$ cat src/rtl/keypad_emulator.sv
// Emulates a 4x4 matrix keypad: pulls a row line low when the pressed key's
// column is strobed, running a timed bounce/hold/gap contact sequence per press.
module keypad_emulator #(
  parameter int HOLD_CYCLES   = 2000000,
  parameter int BOUNCE_CYCLES = 200000,
  parameter int BOUNCE_PERIOD = 10000,
  parameter int GAP_CYCLES    = 1000000
) (
  input  logic       clk,
  input  logic       rst,
  input  logic [3:0] cols,
  output logic [3:0] rows,
  input  logic [3:0] key_code,
  input  logic       key_valid,
  output logic       key_ready,
  output logic [3:0] active_key,
  output logic       contact,
  output logic       done,
  output logic [1:0] dbg_state_o
);

  localparam int MAX_HB  = (HOLD_CYCLES > BOUNCE_CYCLES) ? HOLD_CYCLES : BOUNCE_CYCLES;
  localparam int MAX_PG  = (BOUNCE_PERIOD > GAP_CYCLES) ? BOUNCE_PERIOD : GAP_CYCLES;
  localparam int MAX_ALL = (MAX_HB > MAX_PG) ? MAX_HB : MAX_PG;
  localparam int CW      = $clog2(MAX_ALL) + 1;

  localparam logic [CW-1:0] HOLD_LAST   = CW'(HOLD_CYCLES - 1);
  localparam logic [CW-1:0] BOUNCE_LAST = CW'(BOUNCE_CYCLES - 1);
  localparam logic [CW-1:0] PERIOD_LAST = CW'(BOUNCE_PERIOD - 1);
  localparam logic [CW-1:0] GAP_LAST    = CW'(GAP_CYCLES - 1);
  localparam logic [CW-1:0] ONE         = CW'(1);

  typedef enum logic [1:0] {IDLE = 2'd0, BOUNCE = 2'd1, HOLD = 2'd2, GAP = 2'd3} state_e;

  // Handshake: a request transfers on any rising clk edge where key_valid and
  // key_ready are both high; key_ready is high exactly while the FSM is IDLE.
  state_e        state_q;
  logic [CW-1:0] cnt_q;
  logic [CW-1:0] ph_q;
  logic          contact_q;
  logic          done_q;
  logic [3:0]    key_q;

  always_ff @(posedge clk or posedge rst) begin
    if (rst) begin
      state_q   <= IDLE;
      cnt_q     <= '0;
      ph_q      <= '0;
      contact_q <= 1'b0;
      done_q    <= 1'b0;
      key_q     <= 4'h0;
    end else begin
      done_q <= 1'b0;
      case (state_q)
        IDLE: begin
          if (key_valid) begin
            key_q     <= key_code;
            contact_q <= 1'b1;
            cnt_q     <= '0;
            ph_q      <= '0;
            state_q   <= (BOUNCE_CYCLES > 0) ? BOUNCE : HOLD;
          end
        end
        BOUNCE: begin
          if (cnt_q == BOUNCE_LAST) begin
            state_q   <= HOLD;
            cnt_q     <= '0;
            contact_q <= 1'b1;
          end else begin
            cnt_q <= cnt_q + ONE;
            // ph_q tracks position inside the current open/closed half-period
            if (ph_q == PERIOD_LAST) begin
              ph_q      <= '0;
              contact_q <= ~contact_q;
            end else begin
              ph_q <= ph_q + ONE;
            end
          end
        end
        HOLD: begin
          if (cnt_q == HOLD_LAST) begin
            cnt_q     <= '0;
            contact_q <= 1'b0;
            if (GAP_CYCLES > 0) begin
              state_q <= GAP;
            end else begin
              state_q <= IDLE;
              done_q  <= 1'b1;
            end
          end else begin
            cnt_q <= cnt_q + ONE;
          end
        end
        GAP: begin
          if (cnt_q == GAP_LAST) begin
            state_q <= IDLE;
            done_q  <= 1'b1;
          end else begin
            cnt_q <= cnt_q + ONE;
          end
        end
        default: state_q <= IDLE;
      endcase
    end
  end

  logic [1:0] row_idx;
  logic [1:0] col_idx;

  always_comb begin
    row_idx = 2'd0;
    col_idx = 2'd0;
    case (key_q)
      4'h1: begin row_idx = 2'd0; col_idx = 2'd0; end
      4'h2: begin row_idx = 2'd0; col_idx = 2'd1; end
      4'h3: begin row_idx = 2'd0; col_idx = 2'd2; end
      4'hA: begin row_idx = 2'd0; col_idx = 2'd3; end
      4'h4: begin row_idx = 2'd1; col_idx = 2'd0; end
      4'h5: begin row_idx = 2'd1; col_idx = 2'd1; end
      4'h6: begin row_idx = 2'd1; col_idx = 2'd2; end
      4'hB: begin row_idx = 2'd1; col_idx = 2'd3; end
      4'h7: begin row_idx = 2'd2; col_idx = 2'd0; end
      4'h8: begin row_idx = 2'd2; col_idx = 2'd1; end
      4'h9: begin row_idx = 2'd2; col_idx = 2'd2; end
      4'hC: begin row_idx = 2'd2; col_idx = 2'd3; end
      4'h0: begin row_idx = 2'd3; col_idx = 2'd0; end
      4'hF: begin row_idx = 2'd3; col_idx = 2'd1; end
      4'hE: begin row_idx = 2'd3; col_idx = 2'd2; end
      4'hD: begin row_idx = 2'd3; col_idx = 2'd3; end
      default: begin row_idx = 2'd0; col_idx = 2'd0; end
    endcase
  end

  always_comb begin
    rows = 4'b1111;
    if (contact_q && !cols[col_idx]) rows[row_idx] = 1'b0;
  end

  assign key_ready   = (state_q == IDLE);
  assign active_key  = key_q;
  assign contact     = contact_q;
  assign done        = done_q;
  assign dbg_state_o = state_q;

endmodule

$ cat config.mk
export PLATFORM = sky130hd
export DESIGN_NAME = keypad_emulator
export DESIGN_NICKNAME = d
export VERILOG_FILES = /design/src/rtl/keypad_emulator.sv
export SDC_FILE = /design/constraint.sdc
export NUM_CORES = 1
export LEC_CHECK = 0
export ABC_AREA = 1
export CAP_MARGIN = 20
export CORE_MARGIN = 5
export CORE_UTILIZATION = 44
export DETAILED_ROUTE_END_ITERATION = 6
export SLEW_MARGIN = 20
export SYNTH_ARGS = -nofsm -noshare
export SYNTH_HDL_FRONTEND = slang
export SYNTH_SLANG_ARGS = --single-unit
$ cat constraint.sdc
create_clock -name clk -period 1.8 [get_ports clk]
set_input_delay 0.27 -clock clk [delete_from_list [all_inputs] [get_ports clk]]
set_output_delay 0.27 -clock clk [all_outputs]
set_load 0.02 [all_outputs]
=== Yosys cells after proc, flatten, opt, wreduce, memory -nomap -nowiden ===
Memories as Yosys holds them, arrays and structs flattened.
Cells that the tools add are included.

* Register bits: 52
* ROM bits: 64
* Input port bits: 11
* Output and inout port bits: 13
* Word-level logic and storage cells: 64
* Memories kept: 1

* Add/sub/neg operators: 2
* Order comparisons: 3
* Eq/ne operators: 14
* Multiplexer cells: 25
* Bitwise gates (word level): 2
* Reduce and logical (&&, ||, !) cells: 11

{| class="wikitable"
|+ Memory list
! memory !! words !! bits a word !! read ports !! clocked after memory_dff !! write ports !! RTL line !! RTL
|-
| (name not given) || 16 || 4 || 1 || 0 || 0 || 113 || <nowiki>case (key_q)</nowiki>
|}

{| class="wikitable"
|+ Operator list
! kind !! count
|-
| $mux W22 || 6
|-
| $pmux W22 S4 || 1
|-
| $add A22 B1 Y22 const B || 2
|-
| $pmux W22 S2 || 1
|-
| $eq A22 B14 Y1 const B || 1
|-
| $eq A22 B18 Y1 const B || 1
|-
| $eq A22 B20 Y1 const B || 1
|-
| $eq A22 B21 Y1 const B || 1
|-
| $ne A2 B2 Y1 const B || 6
|-
| $mux W1 || 8
|-
| $mux W2 || 4
|-
| $pmux W2 S4 || 1
|-
| $reduce_and A4 Y1 || 2
|-
| $lt A2 B3 Y1 const B || 2
|-
| $eq A2 B2 Y1 const B || 2
|-
| $mux W4 || 1
|-
| $not A4 Y4 || 1
|-
| $reduce_and A2 Y1 || 2
|-
| $ne A3 B3 Y1 const B || 1
|-
| $pmux W1 S3 || 1
|-
| $reduce_and A3 Y1 || 1
|-
| $reduce_bool A3 Y1 || 1
|-
| $bmux W1 S2 || 1
|-
| $demux W1 S2 || 1
|-
| other kinds (7) || 8
|}

=== Logic depth before layout (Yosys ltp) ===
Gate-level depths: netlist (run 1).
An unclocked memory read counts as a cell.

* Word-level depth: 7
* Gate-level depth with buffers: 13
* Mapped depth without buffers: 12

=== Worst setup path before layout (run 1) ===
No wires, ideal clock.

* Kind: reg-to-reg
* Start point: register state_q[0], in the netlist dbg_state_o[0]
* End point: register cnt_q[3]
* Setup time: 0.121 ns
* Data arrival time: 1.949 ns
* Required time: 1.679 ns
* Slack: -0.271 ns
* Stages on the path, launching flop included: 11
* Buffers on the path: 1
* Period minus slack after synthesis: 2.071 ns
* Cells stage by stage: dfrtp_1 -> inv_1 -> ha_1 -> clkinv_1 -> nor2_1 -> inv_1 -> nand2_4 -> inv_2 -> buf_6 -> nand3_1 -> o21ai_1

* Longest elaborated chain between the ends: 3
* Elaborated cells between the ends (all ways): 8
* Those cells by class: eq/ne: 5; mux: 1; reduce/logical: 2

{| class="wikitable"
|+ Ends and longest elaborated chain
! item !! RTL line !! RTL
|-
| from (decl) || 37 || <nowiki>state_e state_q;</nowiki>
|-
| from (signal assigned) || 61 || <nowiki>state_q <= (BOUNCE_CYCLES > 0) ? BOUNCE : HOLD;</nowiki>
|-
| $logic_not A2 Y1 (*) || -- ||
|-
| net key_ready || 15 || <nowiki>output logic key_ready,</nowiki>
|-
| $ne A2 B2 Y1 (no line) || -- ||
|-
| $reduce_and A2 Y1 (no line) || -- ||
|-
| to (signal assigned) || 70 || <nowiki>cnt_q <= cnt_q + ONE;</nowiki>
|-
| to (signal assigned) || 91 || <nowiki>cnt_q <= cnt_q + ONE;</nowiki>
|-
| to (signal assigned) || 99 || <nowiki>cnt_q <= cnt_q + ONE;</nowiki>
|-
| to (decl) || 38 || <nowiki>logic [CW-1:0] cnt_q;</nowiki>
|}

Mark *: on every way through the listed nets, which the timed path passes. The rest lies on a longest branch.
A chain may end at the register's enable or synchronous reset.

=== Worst setup path in the final report (run 1) ===
* Start point: register key_q[0], in the netlist active_key[0]
* End point: output rows[2]

* Longest elaborated chain between the ends: 7
* Elaborated cells between the ends (all ways): 12
* Those cells by class: order compare: 2; mux: 5; bitwise: 1; reduce/logical: 3; memory: 1

{| class="wikitable"
|+ Ends and longest elaborated chain
! item !! RTL line !! RTL
|-
| from (decl) || 42 || <nowiki>logic [3:0] key_q;</nowiki>
|-
| from (signal assigned) || 57 || <nowiki>key_q <= key_code;</nowiki>
|-
| $mem_v2 Z16 W4 (*) || -- ||
|-
| $lt A2 B3 Y1 (implied by the code) or $ge A2 B1 Y1 (tied branches) || 136 || <nowiki>if (contact_q && !cols[col_idx]) rows[row_idx] = 1'b0;</nowiki>
|-
| $logic_and A1 B1 Y1 (implied by the code) || 136 ||
|-
| $mux W1 (implied by the code) || 136 ||
|-
| $demux W1 S2 || 136 ||
|-
| $not A4 Y4 (no line) || -- ||
|-
| $mux W4 (*) || 136 ||
|-
| to (decl) || 12 || <nowiki>output logic [3:0] rows,</nowiki>
|}

Mark *: on every way between the ends. The rest lies on a longest branch, timed or not. The select of a mux whose other input is x is not followed.

==> impl_results.md, run 1 <==
- Status: finished with violations
- Failing checks: negative setup slack
- Asr flop ratio synth: 100%
- Fin crit share: 115%
- Arr. time, crit path: around 1.8 ns
- Yosys cell types: 36
- Area Growth Syn to Fin: 36.0%
- Wire length per cell: about 14 µm
- Post-synthesis xor/xnor area fraction: around 3%
- Switch share: between 40 and 50%
- Pwr Density: between 1000 and 1500 nW/µm²
- Post-Synth Adder-Cell Area: 1.87%
- Post-synth top flop: dfrtp_1
- Max Clock Skew: ~0.012 ns
- Switching Power: 2810 µW
- Fin crit period: 2.07 ns
- Final Max Slew Viols: 0
- Die height: 106 µm
- Die ar.: around 11000 µm²
- Cell with the most instances after synthesis: nand2_1
- Post-place setup slack: -0.385 ns
- DRT iter0 DRCs: 262
- First-pass GRT wire length: approximately 19000 µm
- Crit-path max FO: 4
- Via density: approximately 5.3
- Clock latency on the worst-skew pair: 0.31 ns
- Simple-gate share of the synthesized area: a little over two fifths
- H-tree depth: 2
- Initial Util: a little under half
- Final ANT Viol Nets: 0
- Routability cong.: about 0.94
- Die X: around 110 µm
- Antenna violations before repair: 0
- CTS Root Cell: clkbuf_8
- Worst R2R End: ph_q[5]
- # DRC: 0
- Cells after synthesis: 630
- TritonCTS Sinks: between 50 and 60
- HPWL after detailed placement: between 8000 and 9000 µm
- Yosys reg bits: 52
- Hold Path Class: input pin to async pin
- Largest cells by area after synthesis: dfrtp_1 32%, nand2_1 17%, nand3_1 9.0%, nor2_1 8.2%, inv_1 7.4%
- Setup slack, reg-to-reg: around 0.040 ns
- GRT Total Usage: 20.9%
- Synthesized area per cell: between 6 and 7 µm²
- Reg2reg start: cnt_q[1]
- Mux cell area share after synthesis: 0%
- Clock group share of total power: roughly a tenth
- N_diodes: 0
- Routed vias: approximately 4400
- Clock transition at the registers of the reported paths: 0.10 ns
- Maximum VDD drop: between 0.5 and 0.6 mV
- Total I/O pin count: 24
- Yosys top cell area share: about a third
- Crit-path slowest cell: dfrtp_1
- EDFF count, synth: 0
- Logic gate share of total power: between 60% and 70%
- Net Count, Synth: ~650
- Sequential power share: 22.6%
- Main combinational cell family by area after synthesis: simple AND/OR/NAND/NOR gates
- CP cell instances: buf_6 -> inv_4 -> nand2_4 -> nand2_4 -> nand2_4 -> nand2_4 -> o211ai_1 -> buf_4 -> nand4_1 -> buf_6
- # setup viols final: 4
- Worst EP required: ~1.5 ns
- Max-slew headroom: between 70% and 80%
- Post-synth top cells: 180 x nand2_1, 88 x nor2_1, 79 x inv_1
- Sequential area share after synthesis: 32.4%
- Int Pwr: 3340 µW
- CP dominant cell by count: nand2_4
- Core ar.: just under 9000 µm²
- Number of buffers created by CTS: 5
- Nets: around 750
- Vias in the first global route: between 4000 and 5000
- Largest net degree at the start of global routing: 53
- FMAX: 484 MHz
- Pleak: between 0.002 and 0.003 µW
- Grt ovf: 0
- Drt total wl: between 10000 and 15000 µm
- Max-cap violations: 0
- Reg2Reg Depth: 11
- Worst slew pin tran: between 0.4 and 0.5 ns
- Final Hold Fails: 0
- Compound-cell area share of the yosys netlist: a little under a tenth
- Layout cells sized above 1: approximately a quarter
- Sum of negative setup slack: -0.931 ns
- Clk buf depth: 2
- Post-synth top area cell: dfrtp_1
- CTS hold repair buffers: 0
- Row count: 34
- Fill cells: between 800 and 900
- Yosys warns: 0
- DRT Pass-1 Iters: 5
- Final Worst Setup Slack: -0.265 ns
- Crit path kind: flop to output pin
- Worst Setup Start Kind: flop
- CP max stage delay: 0.41 ns
- PortBufs: 23
- Unrepaired setup endpoints after global routing: true
- Synthesized cell area: 4020 µm²
- Worst setup EP type: output pin
- TritonCTS clock tree: yes
[how the worst max path moves through the flow]
stage,cells after the start,end,startpoint,slack (ns)
final,10,rows[2],active_key[0],-0.27
after CTS,10,rows[2],active_key[0],-0.26
after detailed placement,10,rows[2],active_key[0],-0.39
after global placement,8,rows[0],active_key[0],-0.33
after global routing,10,rows[2],active_key[0],-0.36
after floorplan,10,cnt_q[3],dbg_state_o[0],0.02
[layer usage]
metal / GRT usage (%) / routed length [µm] / vias up
met3: 4.10 / 775 / 8
li1: - / - / 2230
met4: 4.07 / 51 / 0
met5: 0 / 0 / -
met2: 31.2 / 5230 / 134
met1: 31.6 / 5920 / 2072
[state kept, by name, summed over array words and instances, names as in the netlist]
name / cells
contact: 1
done: 1
dbg_state_o: 2
active_key: 4
cnt_q: 22
ph_q: 22
[timing repair]
item | in CTS | in global routing
pin swaps | 3 | 17
resized for setup | 37 | 107
setup endpoints to repair | 14 | 45
buffers inserted | 4 | 6
gates cloned | 0 | 3
[logic make-up after synthesis]
kind of cell | count (synthesis)
DFF | 52
xor gates and xnor gates | 14
buffers and inverters | 99
adders and majority gates | 6
and+or+nand+nor | 395
AOI/OAI and AO/OA | 64
[area by class of cell]
cell class                      instances  area, µm²  share of cell area (%)
Inverter                               83        332                    6.06
Sequential cell                        52       1310                    23.9
Multi-Input combinational cell        479       2630                    48.0
Timing Repair Buffer                  109        992                    18.1
Timing Repair inverter                  1       8.76                   0.160
Clock buffer                            5       68.8                    1.26
Tap cell                              108        135                    2.47
[per-stage QoR]
| stage | power, µW | utilization, % | hold slack [ns] | instance area, µm² | instances |
|---|---|---|---|---|---|
| global route | 6530 | 62.1 | 0.349 | 5470 | 837 |
| finish | 6150 | 62.1 | 0.318 | 5470 | 837 |
| floorplan | 3150 | - | 0.429 | 4040 | 630 |
| global placement | 4510 | 55.8 | 0.498 | 4920 | 819 |
| detailed placement | 4570 | 55.8 | 0.509 | 4920 | 819 |
| CTS | 5330 | 57.2 | 0.334 | 5040 | 828 |
[layout by cell type (no fill, tap or decap), types with 2 or more instances in the layout]
master / synthesis / routed
nand3_4: 1 / 3
nor2_2: 2 / 8
xor2_1: 14 / 14
clkbuf_8: 0 / 5
ha_1: 6 / 3
dfrtp_2: 0 / 5
nand2_4: 2 / 12
o311ai_0: 3 / 3
a21oi_1: 7 / 7
nand2_1: 180 / 153
nor2_1: 88 / 78
buf_6: 3 / 8
o21bai_1: 2 / 2
nand3_2: 2 / 7
a31oi_1: 4 / 4
clkbuf_16: 0 / 2
clkdlybuf4s50_1: 0 / 18
ha_4: 0 / 2
dfrtp_1: 52 / 47
or2_2: 2 / 2
buf_4: 4 / 75
nor2_4: 1 / 5
nand2_2: 2 / 18
nor3_1: 12 / 10
o21ai_0: 33 / 12
inv_2: 3 / 6
nand4_1: 27 / 27
nand3_1: 72 / 65
o211ai_1: 3 / 3
o21ai_1: 4 / 16
o21ai_2: 6 / 14
buf_12: 0 / 5
inv_1: 79 / 73
[worst max-delay path: cells and delay by family (launching register included)]
kind | cells | cell delay, ns
and+or+nand+nor | 5 | 0.39
DFF | 1 | 0.41
AOI/OAI and AO/OA | 1 | 0.20
buffers and inverters | 4 | 0.51
[power groups by stage]
stage          sequential [µW]  combinational (µW)  clock [µW]
5_1_grt                   1410                4410         713
3_5_place_dp              1410                3160           0
4_1_cts                   1390                3290         660
6_report                  1390                4110         645
3_3_place_gp              1400                3110           0
2_1_floorplan             1530                1630           0
Power figures use the tool's default switching activity.
==> run 2: changes to the inputs <==
--- a/config.mk
+++ b/config.mk
@@ -7,7 +7,6 @@
 export LEC_CHECK = 0
 export ABC_AREA = 1
 export CAP_MARGIN = 20
-export CORE_MARGIN = 5
 export CORE_UTILIZATION = 44
 export DETAILED_ROUTE_END_ITERATION = 6
 export SLEW_MARGIN = 20
==> run 2 against run 1 <==
Against the previous run: sequential share of layout area increased by 0.14 points; highest routed layer unchanged; global-route usage increased by 4.7 points; non-clock buffer count increased by 3; die area decreased by 15%; the flow finishes with violations (design-rule violations, negative setup slack); flip-flop and latch count unchanged; total power increased by 0.51%.
==> impl_results.md, run 2 (synthesis gave the netlist of run 1 again) <==
- Row count: 34 (unchanged)
- Clock latency on the worst-skew pair: 0.31 ns (about the same)
- Total power: 6180 µW (+0.51%)
- GRT Total Usage: 25.7% (+4.7 points)
- Routed vias: 4493 (+1.1%)
- Max-cap violations: 0 (unchanged)
- Antenna violations before repair: 0 (unchanged)
- Maximum VDD drop: 0.560 mV (+0.34%)
- Crit path kind: flop to output pin
- Total I/O pin count: 24 (unchanged)
- Area Growth Syn to Fin: 35.0%
- # DRC: 6 (+6)
- Final Max Slew Viols: 0 (unchanged)
- Status: finished with violations
- TritonCTS Sinks: 52 (unchanged)
- Worst R2R End: ph_q[4]
- Routability cong.: 0.944 (+0.52%)
- Wire length per cell: 14.5 µm (+1.1%)
- FMAX: 488 MHz (+0.80%)
- Clock transition at the registers of the reported paths: 0.10 ns (about the same)
- Pleak: 0.00254 µW (-1.8%)
- Reg2Reg Depth: 11 (unchanged)
- Most frequent cells in the layout: 157 x nand2_1, 81 x nor2_1, 81 x buf_4
- Crit-path max FO: 5 (+1)
- Final std cells w/o fill: 843 (+0.72%)
- PortBufs: 23 (unchanged)
- Drt total wl: 12200 µm (+1.8%)
- CTS Root Cell: clkbuf_8
- Min Hold Slack: 0.335 ns (+0.0163 ns)
- Core Util, Final: 61.6% (-0.48 points)
- # setup viols final: 10 (+6)
- DRT Pass-1 Iters: 7 (+2)
- Commonest non-fill, non-tap cell in the layout: nand2_1
- Largest net degree at the start of global routing: 53 (unchanged)
- Die ar.: 9530 µm² (-15%)
- TritonCTS clock tree: yes
- Worst setup EP type: output pin
- H-tree depth: 2 (unchanged)
- Arr. time, crit path: 1.78 ns (-0.02 ns)
- Unrepaired setup endpoints after global routing: true
- HPWL after detailed placement: 8700 µm (-2.0%)
- Fin crit share: 114% (-0.91 points)
- Final ANT Viol Nets: 0 (unchanged)
- Final Worst Setup Slack: -0.249 ns (+0.0163 ns)
- Reg2reg start: cnt_q[9]
- Via density: 5.33 (+0.38%)
- Number of buffers created by CTS: 5 (unchanged)
- N_diodes: 0 (unchanged)
- Hold Path Class: input pin to async pin
- Vias in the first global route: 4150 (+2.7%)
- Initial Util: 45.7% (unchanged)
- Worst slew pin tran: 0.362 ns (-0.0579 ns)
- Die X: 97.6 µm (-7.6%)
- First-pass GRT wire length: 19700 µm (+2.0%)
- Fin crit period: 2.05 ns (-0.0163 ns)
- Die height: 97.6 µm (-7.6%)
- Layout cells sized above 1: 24.8% (-1.0 points)
- Worst EP required: 1.53 ns (about the same)
- Failing checks: design-rule violations, negative setup slack
- Placed cells: 816 (-0.37%)
- Max-slew headroom: 75.6% (+3.8 points)
- DRT iter0 DRCs: 402 (+53%)
- Nets: 751 (+0.40%)
- Final Hold Fails: 0 (unchanged)
- Worst Setup Start Kind: flop
- Core ar.: 8810 µm² (unchanged)
- Clk buf depth: 2 (unchanged)
- Grt ovf: 0 (unchanged)
- CTS hold repair buffers: 0 (unchanged)
- Post-place setup slack: -0.365 ns (+0.0203 ns)
- Max Clock Skew: 0.0103 ns (-0.00207 ns)
- Pwr Density: 1140 nW/µm² (+1.3%)
- Setup slack, reg-to-reg: -0.01 ns (-0.05 ns)
[run 2: cell types whose count changed in the layout (fill, tap and decap cells not counted), sizes merged]
cell | previous run | this run
buf | 88 | 91
clkbuf | 7 | 8
clkdlybuf4s15 | 0 | 1
clkinv | 2 | 4
dlygate4sd2 | 1 | 0
[run 2: how the worst max path moves through the flow]
stage                    end  depth (start not counted)           start
CTS                  rows[2]                         10   active_key[1]
detailed placement   rows[2]                          8   active_key[1]
floorplan           cnt_q[3]                         10  dbg_state_o[0]
finish               rows[1]                         10   active_key[1]
global placement     rows[0]                          8   active_key[1]
global route         rows[1]                         10   active_key[1]
[run 2: worst max-delay path, stage by stage, from the launching register on]
cell and delay (ns):
dfrtp_1 0.40, buf_6 0.15, inv_4 0.04, nand2_4 0.05
nand2_2 0.05, nand2_2 0.08, nand2_2 0.07, o211ai_1 0.20
buf_4 0.16, nand4_1 0.10, buf_4 0.18
[run 2: power breakdown]
part,switching [µW],internal [µW],total (µW)
Clock,405,308,713
Combinational,2260,1820,4080
Sequential,97.3,1290,1390
Total,2760,3420,6180
[run 2: stage by stage]
stage / area, µm² / TNS [ns]
floorplan: 4040 / 0
detailed placement: 4880 / -1.43
global placement: 4880 / -1.24
CTS: 5020 / -0.916
global route: 5430 / -2.53
finish: 5430 / -0.959
[run 2: routing by layer]
layer	vias to the layer above	track usage [%]	wire [µm]
met4	0	5.59	181
met5	-	0	0
met3	23	4.53	787
met2	151	40.5	5370
li1	2250	-	-
met1	2069	36.6	5850
[run 2: layout make-up]
type,count,area [µm²]
repair inverters,1,8.76
multi-input cells,479,2550
clock inverters,2,10.0
inverters,83,334
well taps,108,135
repair buffers,112,1000
clock buffers,6,82.6
flip-flops and latches,52,1310
fillers,842,3380
[run 2: repair_timing]
action | CTS | global route
setup endpoints to repair | 11 | 46
cloned | 0 | 3
gates resized for setup | 35 | 86
buffers inserted | 3 | 13
pin swaps | 2 | 21
==> run 3: changes to the inputs <==
--- a/config.mk
+++ b/config.mk
@@ -6,10 +6,11 @@
 export NUM_CORES = 1
 export LEC_CHECK = 0
 export ABC_AREA = 1
+export ABC_CLOCK_PERIOD_IN_PS = 1800
 export CAP_MARGIN = 20
 export CORE_UTILIZATION = 44
 export DETAILED_ROUTE_END_ITERATION = 6
-export SLEW_MARGIN = 20
+export SLEW_MARGIN = 15
 export SYNTH_ARGS = -nofsm -noshare
 export SYNTH_HDL_FRONTEND = slang
 export SYNTH_SLANG_ARGS = --single-unit
==> results of run 3 <==
No change in the layout: final DEF, timing and power equal those of run 2.
